### src/rtl/ad7265_emu_if.sv
// Serial port bundle between an ADC readout controller (master) and the AD7265 emulator (slave).
// The address width follows the channel count.
interface ad7265_emu_if #(
  parameter int N_CH = 8
);
  localparam int ADDR_W = (N_CH > 1) ? $clog2(N_CH) : 1;

  logic              adc_sclk;
  logic              ncs;
  logic [ADDR_W-1:0] adc_addr;
  logic              twos_comp;
  logic              douta;
  logic              doutb;
  logic              dout_oe;

  modport master (
    output adc_sclk, ncs, adc_addr, twos_comp,
    input  douta, doutb, dout_oe
  );

  modport slave (
    input  adc_sclk, ncs, adc_addr, twos_comp,
    output douta, doutb, dout_oe
  );
endinterface

### src/rtl/ad7265_emu.sv
// System-clock emulator of a dual simultaneous-sampling SAR ADC serial port (AD7265 class).
// Define AD7265_EMU_DITHER_EN to add +/-1 LSB LFSR dither to the latched words.
module ad7265_emu #(
  parameter int DATA_W    = 12,
  parameter int N_CH      = 8,
  parameter int LEAD_Z    = 2,
  parameter int TRAIL_Z   = 2,
  parameter int DUAL_WORD = 1,
  parameter int DOUT_DLY  = 4
) (
  input  logic                   clk,
  input  logic                   rst,
  input  logic [N_CH*DATA_W-1:0] din_a,
  input  logic [N_CH*DATA_W-1:0] din_b,
  ad7265_emu_if.slave            bus,
  output logic                   frame_done,
  output logic                   frame_abort,
  output logic                   busy
);
  localparam int ADDR_W = (N_CH > 1) ? $clog2(N_CH) : 1;
  localparam int FW     = DATA_W + LEAD_Z + TRAIL_Z;
  localparam int F      = (DUAL_WORD != 0) ? 2 * FW : FW;
  localparam int CW     = $clog2(F);
  localparam logic [CW-1:0] CNT_TOP = CW'(F - 1);

  typedef enum logic [1:0] {IDLE, SHIFT, DONE} state_t;
  typedef struct packed {
    logic oe;
    logic a;
    logic b;
  } pins_t;

  logic sclk_meta, sclk_sync, sclk_prev;
  logic ncs_meta, ncs_sync, ncs_prev;

  // NOTE: non-blocking (<=) in every clocked block so each flop samples pre-edge values.
  // NOTE: the synchronizers stay out of reset so they keep tracking the pins through it and
  // no phantom edge appears on release.
  always_ff @(posedge clk) begin
    sclk_meta <= bus.adc_sclk;
    sclk_sync <= sclk_meta;
    sclk_prev <= sclk_sync;
    ncs_meta  <= bus.ncs;
    ncs_sync  <= ncs_meta;
    ncs_prev  <= ncs_sync;
  end

  logic sclk_fall, ncs_fall, ncs_rise;
  assign sclk_fall = sclk_prev & ~sclk_sync;
  assign ncs_fall  = ncs_prev & ~ncs_sync;
  assign ncs_rise  = ~ncs_prev & ncs_sync;

  // Channel select; addresses with no matching channel fall through to zero words.
  logic [DATA_W-1:0] word_a, word_b, dith_a, dith_b;
  always_comb begin
    word_a = '0;
    word_b = '0;
    for (int k = 0; k < N_CH; k++) begin
      if (bus.adc_addr == k[ADDR_W-1:0]) begin
        word_a = din_a[k*DATA_W +: DATA_W];
        word_b = din_b[k*DATA_W +: DATA_W];
      end
    end
  end

`ifdef AD7265_EMU_DITHER_EN
  logic [15:0] lfsr_q;
  always_ff @(posedge clk) begin
    if (rst)           lfsr_q <= 16'hACE1;
    else if (ncs_fall) lfsr_q <= {lfsr_q[14:0], lfsr_q[15] ^ lfsr_q[13] ^ lfsr_q[12] ^ lfsr_q[10]};
  end

  function automatic logic [DATA_W-1:0] dither(input logic [DATA_W-1:0] w, input logic [1:0] d);
    logic [DATA_W-1:0] r;
    r = w;
    if (d == 2'b01 && w != '1)      r = w + DATA_W'(1);
    else if (d == 2'b10 && w != '0) r = w - DATA_W'(1);
    return r;
  endfunction

  assign dith_a = dither(word_a, lfsr_q[1:0]);
  assign dith_b = dither(word_b, lfsr_q[1:0]);
`else
  assign dith_a = word_a;
  assign dith_b = word_b;
`endif

  function automatic logic [FW-1:0] frame_word(input logic [DATA_W-1:0] w, input logic tc);
    logic [DATA_W-1:0] c;
    c = w;
    if (tc) c[DATA_W-1] = ~c[DATA_W-1];
    return FW'(c) << TRAIL_Z;
  endfunction

  logic [FW-1:0] fw_a, fw_b;
  logic [F-1:0]  frame_a, frame_b;
  assign fw_a    = frame_word(dith_a, bus.twos_comp);
  assign fw_b    = frame_word(dith_b, bus.twos_comp);
  assign frame_a = (DUAL_WORD != 0) ? F'({fw_a, fw_b}) : F'(fw_a);
  assign frame_b = (DUAL_WORD != 0) ? F'({fw_b, fw_a}) : F'(fw_b);

  state_t        state_q, state_d;
  logic [CW-1:0] cnt_q, cnt_d;
  logic [F-1:0]  sh_a_q, sh_a_d, sh_b_q, sh_b_d;
  logic          done_d, abort_d;
  pins_t         raw_d, raw_q, pins_out;

  always_comb begin
    // NOTE: every variable gets a default first, so no path through the case infers a latch.
    state_d = state_q;
    cnt_d   = cnt_q;
    sh_a_d  = sh_a_q;
    sh_b_d  = sh_b_q;
    done_d  = 1'b0;
    abort_d = 1'b0;
    case (state_q)
      IDLE: if (ncs_fall) begin
        state_d = SHIFT;
        cnt_d   = CNT_TOP;
        sh_a_d  = frame_a;
        sh_b_d  = frame_b;
      end
      SHIFT: begin
        // The counter sits on the bit being presented; the fall after bit 0 closes the frame.
        if (ncs_rise) begin
          state_d = IDLE;
          cnt_d   = CNT_TOP;
          abort_d = 1'b1;
        end else if (sclk_fall) begin
          if (cnt_q == '0) begin
            state_d = DONE;
            done_d  = 1'b1;
          end else begin
            cnt_d = cnt_q - CW'(1);
          end
        end
      end
      DONE: if (ncs_rise) begin
        state_d = IDLE;
        cnt_d   = CNT_TOP;
      end
      default: state_d = IDLE;
    endcase

    raw_d = '0;
    if (state_d == SHIFT) begin
      raw_d.oe = 1'b1;
      raw_d.a  = sh_a_d[cnt_d];
      raw_d.b  = sh_b_d[cnt_d];
    end
  end

  always_ff @(posedge clk) begin
    if (rst) begin
      state_q     <= IDLE;
      cnt_q       <= CNT_TOP;
      sh_a_q      <= '0;
      sh_b_q      <= '0;
      raw_q       <= '0;
      frame_done  <= 1'b0;
      frame_abort <= 1'b0;
    end else begin
      state_q     <= state_d;
      cnt_q       <= cnt_d;
      sh_a_q      <= sh_a_d;
      sh_b_q      <= sh_b_d;
      raw_q       <= raw_d;
      frame_done  <= done_d;
      frame_abort <= abort_d;
    end
  end

  generate
    if (DOUT_DLY == 0) begin : g_no_dly
      assign pins_out = raw_q;
    end else begin : g_dly
      pins_t line_q [DOUT_DLY];
      // NOTE: the delay line is an array but is still cleared on reset, flushing in-flight bits.
      always_ff @(posedge clk) begin
        if (rst) begin
          for (int i = 0; i < DOUT_DLY; i++) line_q[i] <= '0;
        end else begin
          line_q[0] <= raw_q;
          for (int i = 1; i < DOUT_DLY; i++) line_q[i] <= line_q[i-1];
        end
      end
      assign pins_out = line_q[DOUT_DLY-1];
    end
  endgenerate

  assign bus.douta   = pins_out.a;
  assign bus.doutb   = pins_out.b;
  assign bus.dout_oe = pins_out.oe;
  assign busy        = (state_q != IDLE);
endmodule

### src/flat_wrapper.sv
// flat-port wrapper written by rule: the top's interface ports become plain ports
module ad7265_emu_flat 
#(
  parameter int DATA_W    = 12,
  parameter int N_CH      = 8,
  parameter int LEAD_Z    = 2,
  parameter int TRAIL_Z   = 2,
  parameter int DUAL_WORD = 1,
  parameter int DOUT_DLY  = 4
)
  (clk, rst, din_a, din_b, frame_done, frame_abort, busy, bus_adc_sclk, bus_ncs, bus_adc_addr, bus_twos_comp, bus_douta, bus_doutb, bus_dout_oe);
  ad7265_emu_if #(.N_CH(N_CH)) bus_i ();
  input  logic clk;
  input  logic rst;
  input  logic [N_CH*DATA_W-1:0] din_a;
  input  logic [N_CH*DATA_W-1:0] din_b;
  output logic frame_done;
  output logic frame_abort;
  output logic busy;
  input wire logic [$bits(bus_i.adc_sclk)-1:0] bus_adc_sclk;
  input wire logic [$bits(bus_i.ncs)-1:0] bus_ncs;
  input wire logic [$bits(bus_i.adc_addr)-1:0] bus_adc_addr;
  input wire logic [$bits(bus_i.twos_comp)-1:0] bus_twos_comp;
  output wire logic [$bits(bus_i.douta)-1:0] bus_douta;
  output wire logic [$bits(bus_i.doutb)-1:0] bus_doutb;
  output wire logic [$bits(bus_i.dout_oe)-1:0] bus_dout_oe;
  assign bus_i.adc_sclk = bus_adc_sclk;
  assign bus_i.ncs = bus_ncs;
  assign bus_i.adc_addr = bus_adc_addr;
  assign bus_i.twos_comp = bus_twos_comp;
  assign bus_douta = bus_i.douta;
  assign bus_doutb = bus_i.doutb;
  assign bus_dout_oe = bus_i.dout_oe;
  ad7265_emu #(.DATA_W(DATA_W), .N_CH(N_CH), .LEAD_Z(LEAD_Z), .TRAIL_Z(TRAIL_Z), .DUAL_WORD(DUAL_WORD), .DOUT_DLY(DOUT_DLY)) u_core (.clk(clk), .rst(rst), .din_a(din_a), .din_b(din_b), .bus(bus_i), .frame_done(frame_done), .frame_abort(frame_abort), .busy(busy));
endmodule
### config.mk
export PLATFORM = sky130hd
export DESIGN_NAME = ad7265_emu_flat
export DESIGN_NICKNAME = d
export VERILOG_FILES = /design/src/rtl/ad7265_emu_if.sv /design/src/rtl/ad7265_emu.sv /design/src/flat_wrapper.sv
export SDC_FILE = /design/constraint.sdc
export NUM_CORES = 1
export LEC_CHECK = 0
export ABC_AREA = 1
export CAP_MARGIN = 20
export CORE_MARGIN = 3
export CORE_UTILIZATION = 25
export DETAILED_ROUTE_END_ITERATION = 8
export PLACE_DENSITY = 0.56
export SLEW_MARGIN = 30
export SYNTH_ARGS = -nofsm -noshare
export SYNTH_HDL_FRONTEND = slang
export SYNTH_SLANG_ARGS = --single-unit
### constraint.sdc
create_clock -name clk -period 2.7 [get_ports clk]
set_input_delay 0.405 -clock clk [delete_from_list [all_inputs] [get_ports clk]]
set_output_delay 0.405 -clock clk [all_outputs]
set_load 0.005 [all_outputs]
# Word level (Yosys, flattened, before mapping)
# Memory sizes are Yosys's and may differ from the RTL's.
# Index checks and enable logic that the tools add are counted.
[classes]
order_cmp = 1
n_eq_ne = 10
reduce_logical = 7
mux = 48
n_addsub = 1
bitwise_logic = 15
[op_table]
columns = ["op", "count"]
rows = [
  ["$mux W12", 16],
  ["$mux W32", 4],
  ["$mux W5", 5],
  ["$mux W3", 5],
  ["$pmux W5 S3", 1],
  ["$eq A3 B3 Y1 const B", 4],
  ["$bmux W1 S5", 2],
  ["$mux W2", 5],
  ["$mux W1", 9],
  ["$not A1 Y1", 8],
  ["$eq A3 B2 Y1 const B", 2],
  ["$lt A5 B6 Y1 const B", 1],
  ["$pmux W2 S3", 1],
  ["$logic_not A5 Y1", 1],
  ["$sub A5 B1 Y5 const B", 1],
  ["$eq A2 B1 Y1 const B", 2],
  ["$or A1 B1 Y1", 4],
  ["$reduce_or A2 Y1", 2],
  ["$reduce_or A4 Y1", 1],
  ["$and A1 B1 Y1", 3],
  ["$eq A3 B1 Y1 const B", 1],
  ["$logic_not A3 Y1", 1],
  ["$eq A2 B2 Y1 const B", 1],
  ["$logic_not A2 Y1", 1],
  ["$reduce_bool A2 Y1", 1],
]
[totals]
input_bits = 200
output_inout_bits = 6
wordCells = 98
regBits = 82
mem_count = 1
ram_bits = 12
[memory_table]
columns = ["memory", "words", "word_bits", "rd", "rd_ports_with_merged_regs", "write_ports", "line_no", "rtl"]
rows = [
  ["u_core.g_dly.line_q", 4, 3, 4, 0, 4, "ad7265_emu.sv:177", "pins_t line_q [DOUT_DLY];"],
]

# Longest topological paths before layout
# Gate-level depths: netlist (run 1).
[logic_depth]
word_depth = 16
depth_mapped = 18
depth_no_buf = 17

# Worst setup path after synthesis (run 1)
# No wires, ideal clock.
[synth_timing]
path_kind = "input port to flip-flop"
from = "input port bus_adc_addr[0]"
to = "register u_core.raw_q[0] (netlist name)"
n_path_buf = 2
path_stages = 15
setup_time_ns = 0.113
path_slack_ns = 0.644
arrival_ns = 1.944
required_ns = 2.587
cell_sequence = "buf_4 -> inv_2 -> nor3_1 -> buf_2 -> nand2_1 -> nand3_1 -> nor2_1 -> nand4_1 -> nand3_1 -> nand3_1 -> nand3_1 -> a21oi_1 -> nor2_1 -> nor2_1 -> nor2_1"
[synth_via]
elab_chain_len = 15
word_cells_on_any_way = 32
cone_classes = "eq/ne (7); mux (22); bitwise (2); reduce/logical (1)"
[synth_lines]
columns = ["element", "line_no", "rtl"]
rows = [
  ["start, declared", "flat_wrapper.sv:22", "input wire logic [$bits(bus_i.adc_addr)-1:0] bus_adc_addr;"],
  ["$logic_not A3 Y1", "ad7265_emu.sv:59", "if (bus.adc_addr == k[ADDR_W-1:0]) begin"],
  ["$mux W12 (8 in series)", "ad7265_emu.sv:59", ""],
  ["$not A1 Y1", "ad7265_emu.sv:91", "if (tc) c[DATA_W-1] = ~c[DATA_W-1];"],
  ["$mux W1", "ad7265_emu.sv:91", ""],
  ["$mux W32 (*)", "ad7265_emu.sv:117", "IDLE: if (ncs_fall) begin"],
  ["$mux W32 (*)", "ad7265_emu.sv:116", "case (state_q)"],
  ["$bmux W1 S5 (*)", "ad7265_emu.sv:149", "raw_d.b = sh_b_d[cnt_d];"],
  ["$mux W1 (implied by the code) (*)", "ad7265_emu.sv:149", ""],
  ["end signal, assigned", "ad7265_emu.sv:167", "raw_q <= raw_d;"],
  ["end, declared", "ad7265_emu.sv:106", "pins_t raw_d, raw_q, pins_out;"],
]
# Every way passes the cells marked *; elsewhere a longest branch is shown, timed or not. The select of a mux whose other input is x is not followed.
# A chain may end at the register's enable or synchronous reset.

# Final worst setup path (run 1)
# Same ends and word-level chain as after synthesis.

==> impl_metrics.yaml, run 1 <==
power:
  p_leak_nw: 3.64
  ir_drop_v: 0.000271
  power_mw: 3.54
  power_density_nw_per_um2: 420
hold_path:
  hold_start: "u_core.sclk_meta"
  hold_path_class: "flip-flop to flip-flop"
floorplan:
  core-area_sq_um: 20700
  num_io_pins: 206
  rows: 52
  die_y_um: 153
  initial_utilization: 0.260
  dieArea_sq_um: 23300
  fp.dieW_um: 153
synthesis:
  synth_flop_cell: "dfxtp_1"
  syn_nets: 1083
  synth_area_per_cell_sq_um: 6.10
  synthArstFlopShare: 0
  synth_cell_types: 26
  synth_warnings: 0
  yosysSeqAreaShare: 0.350
  syn-cell-area_sq_um: 5370
  synth-edff-count: 0
  syn_inst: 881
  ys_ff_latch: 94
detailed_routing:
  drt-pass1-iter-count: 5
  ant_nets: 0
  routed_via_density: 4.59
  wl_um: 21600
  route.detailed.wl_per_inst_um: 15.6
  drc: 0
  via_count: 6371
  drtIter0Drc: 447
clock_network:
  h-tree-depth: 3
  cts-buffers-inserted: 9
  cts.sinks: 94
  cts_tree: "done"
  post_cts_buffers: 0
  insertion_delay_ns: 0.34
  root_buffer: "clkbuf_16"
  clk_pin_slew_ns: 0.06
  clockBufferDepth: 2
placed_design:
  placed_area_sq_um: 8120
  dp.cells: 1370
  port_buffers: 205
  place_ws_ns: -0.173
  dp_hpwl_um: 17600
  place_congestion: 0.912
timing:
  maxSlewHeadroom: 0.521
  period_share: 0.933
  tns_ns: 0
  fmax_mhz: 397
  skew_ns: 0.00982
  rsz0062_at_grt: "no"
  slew_violations: 0
  finalSetupViolCount: 0
  tightest_slew_ns: 0.712
  fin_crit_ns: 2.52
  setup_ws_ns: 0.180
  hold_ws_ns: 0.331
  hold_violations: 0
setup_path:
  critPathBufInv: 4
  slowest_delay_ns: 0.53
  slowest_stage: "clkdlybuf4s50_1"
  crit_path_end_kind: "flip-flop"
  reg2reg_from: "u_core.state_q[1]"
  required_ns: 2.93
  crit_type: "primary input to flip-flop"
  crit_start: "bus_adc_addr[0]"
  path_cells: "clkdlybuf4s50_1, buf_4, nor3_2, buf_12, buf_4, nand2_1, nand3_1, a21oi_1, nand4_1, nand2_1, nand3_1, nand3_1, nand3_1, nand2_1, nand2_1, nor2_1, nor2_1"
  crit_family: "simple AND/OR/NAND/NOR gates"
  cp_max_fo: 11
  startpoint_type: "primary input"
  arrival_ns: 2.75
outcome:
  status: "finished clean"
finish:
  area_growth_pct: 56.8
  design_area_sq_um: 8420
  layout_common_cells: "nand2_1, clkdlybuf4s50_1, nand3_1, a21oi_1, dfxtp_1"
  fin_nets: 1313
  n_fill_cell: 2250
  drive_gt1_frac: 0.0842
  post-route-util: 0.407
  final_cells: 1388
  mostFrequentLayoutCell: "nand2_1"
global_routing:
  first_global_vias: 6232
  antenna_found_initial: 2
  grt_overflow: 0
  grt.total_usage: 0.182
  grt_start_max_net_pins: 45
  grt_pass1_wl_um: 33900
run:
  max_cap_viol_count: 0
[what timing repair did]
| item | 4_1_cts | 5_1_grt |
|---|---|---|
| hold buffers | 0 | 0 |
| endpoints found under the hold margin | 0 | 0 |
| resized for setup | 0 | 3 |
| setup endpoints to repair | 0 | 2 |
[worst paths after layout]
kind	slack (ns)	cells past startpoint	end
setup / recovery	0.18	17	u_core.raw_q[0]
hold / removal	0.33	0	u_core.sclk_sync
setup reg to reg	0.26	16	u_core.raw_q[0]
hold reg to reg	0.33	0	u_core.sclk_sync
[synthesized netlist by cell type (all sizes together) (2+ instances only)]
cell,n,area share
a21oi,100,0.093
dfxtp,94,0.35
nor3,9,0.015
o21ai,6,0.0056
nor2,87,0.062
nand2,275,0.19
a211oi,2,0.0028
nand3,121,0.11
ha,2,0.0047
buf,29,0.028
clkbuf,17,0.012
nand4,40,0.047
inv,92,0.064
xor2,2,0.0033
[where the power goes]
| part | switching [mW] | internal (mW) |
|---|---|---|
| sequential | 0.0167 | 1.44 |
| clock | 0.529 | 0.673 |
| combinational | 0.414 | 0.466 |
[sequential cells by signal, summed over array words and instances (netlist names)]
| name | flops |
|---|---|
| u_core.ncs_meta | 1 |
| u_core.sclk_meta | 1 |
| u_core.sh_b_q | 32 |
| u_core.frame_abort | 1 |
| u_core.ncs_prev | 1 |
| u_core.sclk_sync | 1 |
| u_core.raw_q | 3 |
| u_core.cnt_q | 5 |
| u_core.g_dly.line_q | 12 |
| u_core.state_q | 2 |
| u_core.sh_a_q | 32 |
| u_core.ncs_sync | 1 |
| u_core.sclk_prev | 1 |
| u_core.frame_done | 1 |
[per-layer routing]
layer	up-vias	global-route usage	share of wire
li1	3320	-	-
met1	2873	0.241	0.45
met2	149	0.309	0.49
met3	29	0.0275	0.037
met4	0	0.0496	0.019
met5	-	0	0
[final cells by class]
class | count | area, sq um | share of cell area
Multi-Input combinational cell | 648 | 2940 | 0.349
Timing Repair Buffer | 265 | 2630 | 0.312
Sequential cell | 94 | 1880 | 0.223
Inverter | 93 | 352 | 0.0417
Tap cell | 270 | 338 | 0.0401
Clock buffer | 11 | 253 | 0.0300
Clock inverter | 5 | 31.3 | 0.00371
Antenna cell | 2 | 5.00 | 0.000594
[logic make-up after synthesis]
group | Yosys count | synth area share
compound gates | 112 | 0.107
buf+inv | 139 | 0.105
simple gates | 532 | 0.430
xor+xnor | 2 | 0.00326
fa+ha+maj | 2 | 0.00466
flops | 94 | 0.350
No activity file was read; power rests on OpenSTA's default activity.
==> inputs of run 2 (changes only) <==
--- a/config.mk
+++ b/config.mk
@@ -7,6 +7,7 @@
 export LEC_CHECK = 0
 export ABC_AREA = 1
 export CAP_MARGIN = 20
+export CORE_ASPECT_RATIO = 1.5
 export CORE_MARGIN = 3
 export CORE_UTILIZATION = 25
 export DETAILED_ROUTE_END_ITERATION = 8
==> run 2 against run 1 <==
Register-to-register slack improved by 0.05 ns. Global-route usage decreased by 0.86 points. Fmax increased by 4.4%. Via count increased by 1.8%. Worst setup slack improved by 0.11 ns. Non-clock buffer count increased by 7. Combinational power decreased by 0.6%. Highest routed layer unchanged. Worst hold slack got worse by 0.0016 ns. Sequential power about the same. Critical endpoint is now u_core.raw_q[1]. Flip-flop and latch count unchanged. Routed wire length decreased by 3.4%. Critical path type unchanged. Power increased by 1.4%.
==> impl_metrics.yaml, run 2 (synthesis gave the netlist of run 1 again) <==
setup_path:
  crit_start: "bus_adc_addr[2]"
  slowest_delay_ns: 0.42
  crit_path_end_kind: "flip-flop"
  crit_top_cell: "nand3_1"
  arrival_ns: 2.69
  path_cells: "clkdlybuf4s50_1, inv_1, nand3_1, buf_4, nor2_1, nor2_1, nand4_1, nand2_1, nand3_1, nand3_1, nand3_1, nand3_1, nand3_1, nand2_1, nor2_1"
  crit_type: "primary input to flip-flop"
  ff2ff_setup_slack_ns: 0.31
  required_ns: 2.98
  reg2reg_from: "u_core.state_q[1]"
  r2r_end: "u_core.raw_q[0]"
  cp_max_fo: 9
  slowest_stage: "clkdlybuf4s50_1"
  startpoint_type: "primary input"
  r2r_cells: 17
detailed_routing:
  dr_wl_met3_um: 1380
  routed_via_density: 4.66
  top_layer: "met4"
  ant_nets: 0
  wl_met2_um: 10700
  drtIter0Drc: 254
  wl_met1_um: 8340
  drt-pass1-iter-count: 4
  drc: 0
  wl_um: 20900
  via_count: 6484
  route.detailed.wl_per_inst_um: 15.0
power:
  power_frac_comb: 0.244
  power_density_nw_per_um2: 425
  p_sw_mw: 1.02
  internal-power_mw: 2.57
  p_seq_frac: 0.406
  netSwitchingFraction: 0.285
  ir_drop_v: 0.000267
  power_mw: 3.59
  p_leak_nw: 3.67
  clkPwrFrac: 0.350
finish:
  mostFrequentLayoutCell: "nand2_1"
  diodes: 0
  drive_gt1_frac: 0.0890
  area_growth_pct: 57.2
  layout_common_cells: "nand2_1, clkdlybuf4s50_1, nand3_1, a21oi_1, dfxtp_1"
  fin_nets: 1320
  reg_top3: "u_core.sh_a_q x32, u_core.sh_b_q x32, u_core.g_dly.line_q x12"
  n_fill_cell: 2228
clock_network:
  post_cts_buffers: 0
  clockBufferDepth: 2
  clk_pin_slew_ns: 0.07
  cts.sinks: 94
  cts-buffers-inserted: 9
  cts_tree: "done"
  h-tree-depth: 3
  insertion_delay_ns: 0.35
  cts.repair.resized: 0
  root_buffer: "clkbuf_16"
  postCtsHoldBufs: 0
timing:
  skew_ns: 0.00742
  setup_ws_ns: 0.287
  fin_crit_ns: 2.41
  finalSetupViolCount: 0
  fmax_mhz: 414
  tightest_slew_ns: 0.696
  slew_violations: 0
  rsz0062_at_grt: "no"
  hold_violations: 0
  maxSlewHeadroom: 0.536
  hold_ws_ns: 0.329
  period_share: 0.894
placed_design:
  place_ws_ns: -0.250
  port_buffers: 205
  dp_hpwl_um: 16700
  place_congestion: 0.926
hold_path:
  hold_start: "u_core.sclk_meta"
  min_to: "u_core.sclk_sync"
  hold_path_class: "flip-flop to flip-flop"
  min_path_cells: 0
floorplan:
  num_io_pins: 206
  core-area_sq_um: 21100
  dieArea_sq_um: 23300
  rows: 65
  initial_utilization: 0.255
  fp.dieW_um: 126
  die_y_um: 186
global_routing:
  grt_overflow: 0
  grt_start_max_net_pins: 39
  first_global_vias: 6285
  grt.total_usage: 0.173
  grt_pass1_wl_um: 32600
  antenna_found_initial: 0
run:
  max_cap_viol_count: 0
outcome:
  status: "finished clean"
-- run 2: cell types whose count changed in the layout (fill, tap and decap cells not counted), sizes merged --
cell,previous run,this run
buf,61,68
clkbuf,11,9
clkdlybuf4s50,204,203
clkinvlp,1,0
diode,2,0
dlymetal6s2s,0,1
inv,93,96
-- run 2: power by group through the flow --
stage	clock, mW	sequential [mW]	combinational (mW)
after floorplan	0	1.48	0.385
final	1.25	1.46	0.876
after detailed placement	0	1.49	0.877
after global routing	1.35	1.46	0.971
after CTS	1.30	1.46	0.883
after global placement	0	1.49	0.878
-- run 2: worst max-delay path by stage --
| stage | to | depth (start not counted) |
|---|---|---|
| 4_1_cts | u_core.raw_q[1] | 16 |
| 3_3_place_gp | u_core.raw_q[0] | 16 |
| 2_1_floorplan | u_core.raw_q[0] | 15 |
| 3_5_place_dp | u_core.raw_q[0] | 16 |
| 6_report | u_core.raw_q[1] | 15 |
| 5_1_grt | u_core.raw_q[1] | 18 |
-- run 2: final cells by class --
class	instances	area (sq um)	share of cell area
Inverter	93	349	0.0413
Sequential cell	94	1880	0.223
Tap cell	268	335	0.0397
Timing Repair Buffer	272	2640	0.313
Clock inverter	7	73.8	0.00874
Multi-Input combinational cell	648	2940	0.348
Clock buffer	9	225	0.0267
-- run 2: critical path, delay by kind of cell --
kind / cells / cell delay (ns)
buffers and inverters: 3 / 0.88
and+or+nand+nor: 12 / 1.40
-- run 2: routing by layer --
metal,global-route usage,up-vias
li1,-,3328
met1,0.192,2939
met2,0.324,190
met3,0.0388,27
met4,0.0573,0
met5,0,-
-- run 2: metrics by stage --
step / instance area [sq um] / std cells / setup TNS [ns] / util
finish: 8450 / 1391 / 0 / 0.401
global route: 8450 / 1391 / 0 / 0.401
CTS: 8440 / 1391 / 0 / 0.400
detailed placement: 8140 / 1375 / -0.498 / 0.386
global placement: 8140 / 1375 / -0.422 / 0.386
floorplan: 5370 / 881 / 0 / -
